### src/rtl/uart_tx_fifo_pkg.sv
// Shared types and constants for the 8N1 UART transmitter and its write FIFO.
package uart_pkg;

    typedef enum logic [1:0] {
        IDLE  = 2'd0,
        START = 2'd1,
        DATA  = 2'd2,
        STOP  = 2'd3
    } uart_state_t;

    localparam int DATA_BITS = 8;

    // Bits on the wire per frame: start + data + stop.
    function automatic int frame_bits(input int stop_bits);
        return 1 + DATA_BITS + stop_bits;
    endfunction

endpackage

### src/rtl/uart_tx_fifo_sync_fifo.sv
// Single-clock FIFO with occupancy count; pushes while full and pops while empty are ignored.
module sync_fifo #(
    parameter int WIDTH = 8,
    parameter int DEPTH = 4,
    localparam int AW   = $clog2(DEPTH)
) (
    input  logic             clk,
    input  logic             rst_n,
    input  logic             push,
    input  logic             pop,
    input  logic [WIDTH-1:0] wdata,
    output logic [WIDTH-1:0] rdata,
    output logic             full,
    output logic             empty,
    output logic [AW:0]      level
);

    logic [WIDTH-1:0] r_mem [DEPTH];
    logic [AW-1:0]    r_wr_ptr;
    logic [AW-1:0]    r_rd_ptr;
    logic [AW:0]      r_level;
    logic             w_push_ok;
    logic             w_pop_ok;

    assign full      = (r_level == (AW+1)'(DEPTH));
    assign empty     = (r_level == '0);
    assign level     = r_level;
    assign rdata     = r_mem[r_rd_ptr];
    assign w_push_ok = push && !full;
    assign w_pop_ok  = pop && !empty;

    always_ff @(posedge clk) begin
        if (w_push_ok) begin
            r_mem[r_wr_ptr] <= wdata;
        end
    end

    // Power-of-two depth lets the pointers wrap by natural overflow.
    always_ff @(posedge clk or negedge rst_n) begin
        if (!rst_n) begin
            r_wr_ptr <= '0;
            r_rd_ptr <= '0;
            r_level  <= '0;
        end else begin
            if (w_push_ok) begin
                r_wr_ptr <= r_wr_ptr + AW'(1);
            end
            if (w_pop_ok) begin
                r_rd_ptr <= r_rd_ptr + AW'(1);
            end
            case ({w_push_ok, w_pop_ok})
                2'b10:   r_level <= r_level + (AW+1)'(1);
                2'b01:   r_level <= r_level - (AW+1)'(1);
                default: r_level <= r_level;
            endcase
        end
    end

endmodule

### src/rtl/uart_tx_fifo.sv
// 8N1 UART transmitter fed by a small write FIFO; bit time is baud_div+1 clocks, latched per frame.
module uart_tx_fifo
    import uart_pkg::*;
#(
    parameter int FIFO_DEPTH = 4,
    parameter int STOP_BITS  = 1,
    parameter int DIV_W      = 16
) (
    input  logic                        HCLK,
    input  logic                        HRESETn,
    input  logic                        en,
    input  logic [DIV_W-1:0]            baud_div,
    input  logic [7:0]                  wdata,
    input  logic                        wr,
    output logic                        wr_ready,
    output logic                        overflow,
    output logic                        tx,
    output logic                        busy,
    output logic                        tx_done,
    output logic [$clog2(FIFO_DEPTH):0] level,
    output uart_state_t                 dbg_state
);

    localparam int   FRAME_BITS = frame_bits(STOP_BITS);
    // Index of the final stop bit within the frame tail.
    localparam logic STOP_LAST  = 1'(FRAME_BITS - DATA_BITS - 2);

    uart_state_t      r_state;
    logic [DIV_W-1:0] r_div;
    logic [DIV_W-1:0] r_cnt;
    logic [7:0]       r_shift;
    logic [2:0]       r_bit_idx;
    logic             r_stop_idx;
    logic             r_tx;
    logic             r_busy;
    logic             r_tx_done;
    logic             r_overflow;

    logic       w_full;
    logic       w_empty;
    logic       w_push;
    logic       w_start;
    logic       w_bit_end;
    logic [7:0] w_rdata;

    assign w_push    = wr && !w_full;
    assign w_bit_end = (r_cnt == '0);

    // A new frame starts from IDLE, or straight out of the last stop bit so frames stay contiguous.
    always_comb begin
        w_start = 1'b0;
        if (en && !w_empty) begin
            if (r_state == IDLE) begin
                w_start = 1'b1;
            end else if (r_state == STOP && w_bit_end && r_stop_idx == STOP_LAST) begin
                w_start = 1'b1;
            end
        end
    end

    sync_fifo #(
        .WIDTH (8),
        .DEPTH (FIFO_DEPTH)
    ) u_fifo (
        .clk   (HCLK),
        .rst_n (HRESETn),
        .push  (w_push),
        .pop   (w_start),
        .wdata (wdata),
        .rdata (w_rdata),
        .full  (w_full),
        .empty (w_empty),
        .level (level)
    );

    always_ff @(posedge HCLK or negedge HRESETn) begin
        if (!HRESETn) begin
            r_state    <= IDLE;
            r_div      <= '0;
            r_cnt      <= '0;
            r_shift    <= '0;
            r_bit_idx  <= '0;
            r_stop_idx <= 1'b0;
            r_tx       <= 1'b1;
            r_busy     <= 1'b0;
            r_tx_done  <= 1'b0;
            r_overflow <= 1'b0;
        end else begin
            r_tx_done  <= 1'b0;
            r_overflow <= wr && w_full;
            case (r_state)
                IDLE: begin
                    r_state <= IDLE;
                end
                START: begin
                    if (w_bit_end) begin
                        r_tx      <= r_shift[0];
                        r_cnt     <= r_div;
                        r_bit_idx <= '0;
                        r_state   <= DATA;
                    end else begin
                        r_cnt <= r_cnt - DIV_W'(1);
                    end
                end
                DATA: begin
                    if (w_bit_end) begin
                        r_cnt <= r_div;
                        if (r_bit_idx == 3'(DATA_BITS - 1)) begin
                            r_tx       <= 1'b1;
                            r_stop_idx <= 1'b0;
                            r_state    <= STOP;
                        end else begin
                            r_shift   <= r_shift >> 1;
                            r_tx      <= r_shift[1];
                            r_bit_idx <= r_bit_idx + 3'd1;
                        end
                    end else begin
                        r_cnt <= r_cnt - DIV_W'(1);
                    end
                end
                STOP: begin
                    if (w_bit_end) begin
                        if (r_stop_idx == STOP_LAST) begin
                            r_tx_done <= 1'b1;
                            r_busy    <= 1'b0;
                            r_state   <= IDLE;
                        end else begin
                            r_stop_idx <= 1'b1;
                            r_cnt      <= r_div;
                        end
                    end else begin
                        r_cnt <= r_cnt - DIV_W'(1);
                    end
                end
                default: begin
                    r_state <= IDLE;
                end
            endcase
            // Frame load overrides the IDLE/STOP exits above; the divisor is frozen here for the whole frame.
            if (w_start) begin
                r_shift <= w_rdata;
                r_div   <= baud_div;
                r_cnt   <= baud_div;
                r_tx    <= 1'b0;
                r_busy  <= 1'b1;
                r_state <= START;
            end
        end
    end

    assign wr_ready  = !w_full;
    assign overflow  = r_overflow;
    assign tx        = r_tx;
    assign busy      = r_busy;
    assign tx_done   = r_tx_done;
    assign dbg_state = r_state;

endmodule

### config.mk
export PLATFORM = sky130hd
export DESIGN_NAME = uart_tx_fifo
export DESIGN_NICKNAME = d
export VERILOG_FILES = /design/src/rtl/uart_tx_fifo_pkg.sv /design/src/rtl/uart_tx_fifo_sync_fifo.sv /design/src/rtl/uart_tx_fifo.sv
export SDC_FILE = /design/constraint.sdc
export NUM_CORES = 1
export LEC_CHECK = 0
export BUFFER_PORTS_ARGS = -buffer_cell sky130_fd_sc_hd__buf_2
export CAP_MARGIN = 20
export CORE_ASPECT_RATIO = 0.6
export CORE_MARGIN = 1
export CORE_UTILIZATION = 60
export CTS_BUF_LIST = sky130_fd_sc_hd__clkbuf_2
export CTS_CLUSTER_SIZE = 40
export DETAILED_ROUTE_END_ITERATION = 10
export GPL_TIMING_DRIVEN = 0
export PLACE_DENSITY = 0.8
export SYNTH_ARGS = -nofsm -noshare
export SYNTH_HDL_FRONTEND = slang
export SYNTH_SLANG_ARGS = --single-unit
### constraint.sdc
create_clock -name HCLK -period 3.4 [get_ports HCLK]
set_clock_uncertainty 0.15 [all_clocks]
set_input_delay 0.17 -clock HCLK [delete_from_list [all_inputs] [get_ports HCLK]]
set_output_delay 0.17 -clock HCLK [all_outputs]
set_load 0.005 [all_outputs]
==> out/metrics.cfg <==
[floorplan]
io_pins=38
die_h_um=67.6
fp.dieArea_um2=7530
fp.coreArea_um2=6790
die_w_um=111
fp-row-count=23
initial_core_util_pct=63.4

[worst_setup_path]
required_ns=3.75
path_class=reg2reg
critPathLaunchType=flip-flop
end_kind=flip-flop
crit_arrival_ns=3.52
crit_fanout=19
critPathLaunch=r_cnt[0]$_DFFE_PN0P_
r2r_start=r_cnt[0]$_DFFE_PN0P_

[sta]
fin_tns_setup_ns=0
final-setup-viol-count=0
hold_viol_final=0
slew_viol_final=0
fin_crit_sh_pct=93.2
max_freq_ghz=0.315
rsz0062_at_grt=false
relSlewSlack_pct=42.0
tightest_slew_ns=0.868
period_needed_ns=3.17

[synth]
synth_enable_flop_cells=32
synth_flop_cell=dfrtp_1
ys_seq_area_share_pct=54.9
ys_warn_count=0
ys_async_sr_fraction_pct=63.6
syn_area_um2=4300
synth.distinct_cells=64
syn_inst=376
avgSynthCellArea_um2=11.4
ys_ff_latch=88
syn-num-nets=419

[pwr]
peakVddDrop_uv=380
p_seq_share_pct=56.5
clkPwrFrac_pct=30.4
power_density_nw_per_um2=441
leakagePower_uw=0.00220
combPwrFrac_pct=13.0
internal-power_uw=1670
p_total_uw=2260
power_switching_uw=591
switching_share_pct=26.2

[placement]
hpwl_mm=7.05
numPortBuffers=37
post_dp_cell_area_um2=4620
globalplace.congestion=0.939
post-place-cells=501

[global_routing]
first_global_vias=3333
grt_max_degree=38
antenna_found_initial=0
track_usage_pct=30.8
gr-total-overflow=0
grt_pass1_wl_mm=17.0

[finish]
n_fill_cell=490
drive_gt1_share_pct=19.9
multi_input_area_um2=1810
nNetsFinal=501
num_antenna_cells=0
syn_to_final_growth_pct=19.0
register_area_um2=2360
mostFrequentLayoutCells=nand2_1 (70), dfrtp_1 (55), buf_2 (42)
final_cell_area_um2=5120
layout_commonest_cell=nand2_1
fin_cells=550

[outcome]
violations=design-rule violations
outcome=complete, but fails checks

[cts]
cts_tree=done
cts.sinks=88
numCtsBuffers=9
clkTransAtPathRegs_ns=0.25
cts_max_level=3
clock-root-buffer=clkbuf_2
clk_latency_ns=0.58
cts_buffer_depth=2

[route]
post_drt_wl_per_cell_um=19.0
remaining_drc_errors=8
vias=3332
wl_mm=10.5
via_per_inst=6.06
dr.pass1.iters=8
ant_nets=0
drt_iter0_drc=365

[min_path]
min_from=baud_div[10]
hp-class=in2reg

[run]
maxCapViolCount=0

-- through the flow --
step / hold WS, ns / util, % / setup slack, ns
floorplan: -0.276 / - / 0.510
global placement: 0.227 / 67.7 / 0.0666
detailed placement: 0.0000111 / 68.0 / -0.0453
CTS: 0.135 / 75.0 / 0.0395
global route: 0.160 / 75.4 / 0.0766
finish: 0.173 / 75.4 / 0.230
-- layout make-up --
cell class	count	share of cell area (%)
multi-input combinational	257	35.4
clock buffer	9	0.880
tap	87	2.13
clock inverter	7	2.32
sequential	88	46.2
timing repair buffer	72	10.4
inverter	12	0.880
buffer	18	1.83
-- kinds of logic after synthesis --
logic type      share of synthesized area (%)
simple gates                             16.0
mux                                      6.80
compound gates                           12.8
flops                                    54.9
xor+xnor                                 1.63
buf+inv                                  3.40
fa+ha+maj                                4.53
-- cell usage after synthesis, types with 2 or more instances --
library cell,number,area [um^2]
a21oi_1,11,55.1
a221o_1,5,50.1
a22o_1,6,52.6
a2bb2oi_1,5,43.8
a31oi_1,2,12.5
and3_1,5,31.3
buf_1,3,11.3
buf_2,5,25.0
buf_4,4,30.0
clkbuf_1,5,18.8
dfrtp_1,55,1380
edfxtp_1,32,961
ha_1,14,175
inv_1,11,41.3
mux2_2,2,22.5
mux2i_1,9,90.1
mux4_2,8,180
nand2_1,70,263
nand3_1,9,45.0
nand4_1,2,12.5
nor2_1,18,67.6
nor2b_1,2,12.5
nor3_1,6,30.0
nor4_1,2,12.5
nor4_4,2,42.5
nor4b_1,2,17.5
o211ai_1,2,15.0
o21a_1,4,30.0
o21ai_0,16,80.1
o21ai_1,14,70.1
o22ai_1,4,25.0
or3_1,3,18.8
xnor2_1,6,52.6
xor2_1,2,17.5
-- metal layers --
layer / share of wire, % / vias up / GRT usage, %
met3: 8.5 / 16 / 9.34
li1: - / 1527 / -
met4: 1.5 / 0 / 8.78
met5: 0 / - / 0
met2: 44 / 136 / 46.1
met1: 46 / 1653 / 44.0
-- state kept, by name, summed over array words and instances, names as in the netlist --
| name | count |
|---|---|
| r_cnt | 16 |
| u_fifo.r_rd_ptr | 2 |
| u_fifo.level | 3 |
| overflow | 1 |
| tx_done | 1 |
| r_shift | 8 |
| tx | 1 |
| u_fifo.r_mem | 32 |
| dbg_state | 2 |
| r_bit_idx | 3 |
| busy | 1 |
| r_div | 16 |
| u_fifo.r_wr_ptr | 2 |
-- power groups by stage --
stage	combinational [uW]	clock (uW)	sequential (uW)
after CTS	299	698	1280
after detailed placement	273	0	1300
after floorplan	153	0	1280
after global placement	249	0	1290
after global routing	332	733	1290
final	295	688	1280
-- path summary, 6_finish.rpt --
path	depth (start not counted)	slack [ns]	end
max in group asynchronous	4	1.35	r_shift[0]$_DFFE_PN0P_
hold reg to reg	2	0.36	r_div[1]$_DFFE_PN0P_
hold / removal	4	0.17	r_div[10]$_DFFE_PN0P_
min in group asynchronous	3	0.47	tx$_DFFE_PN1P_
setup reg to reg	13	0.23	u_fifo.level[2]$_DFFE_PN0P_
setup / recovery	13	0.23	u_fifo.level[2]$_DFFE_PN0P_
-- critical path, stage by stage (launching register included) --
cell     delay, ns
dfrtp_1       0.44
inv_1         0.12
ha_2          0.25
nor4b_4       0.24
and4_4        0.30
o21ai_4       0.12
inv_2         0.15
buf_6         0.21
ha_1          0.21
inv_1         0.06
fa_1          0.37
xor2_1        0.15
nor2_1        0.15
xor2_1        0.17
-- repair_timing --
action,4_1_cts,5_1_grt
hold buffers,29,0
pin swaps,1,1
hold endpoints to repair,126,0
setup endpoints to repair,1,1
buffers inserted,2,3
resized for setup,1,2
No activity file was read; power rests on OpenSTA's default activity.
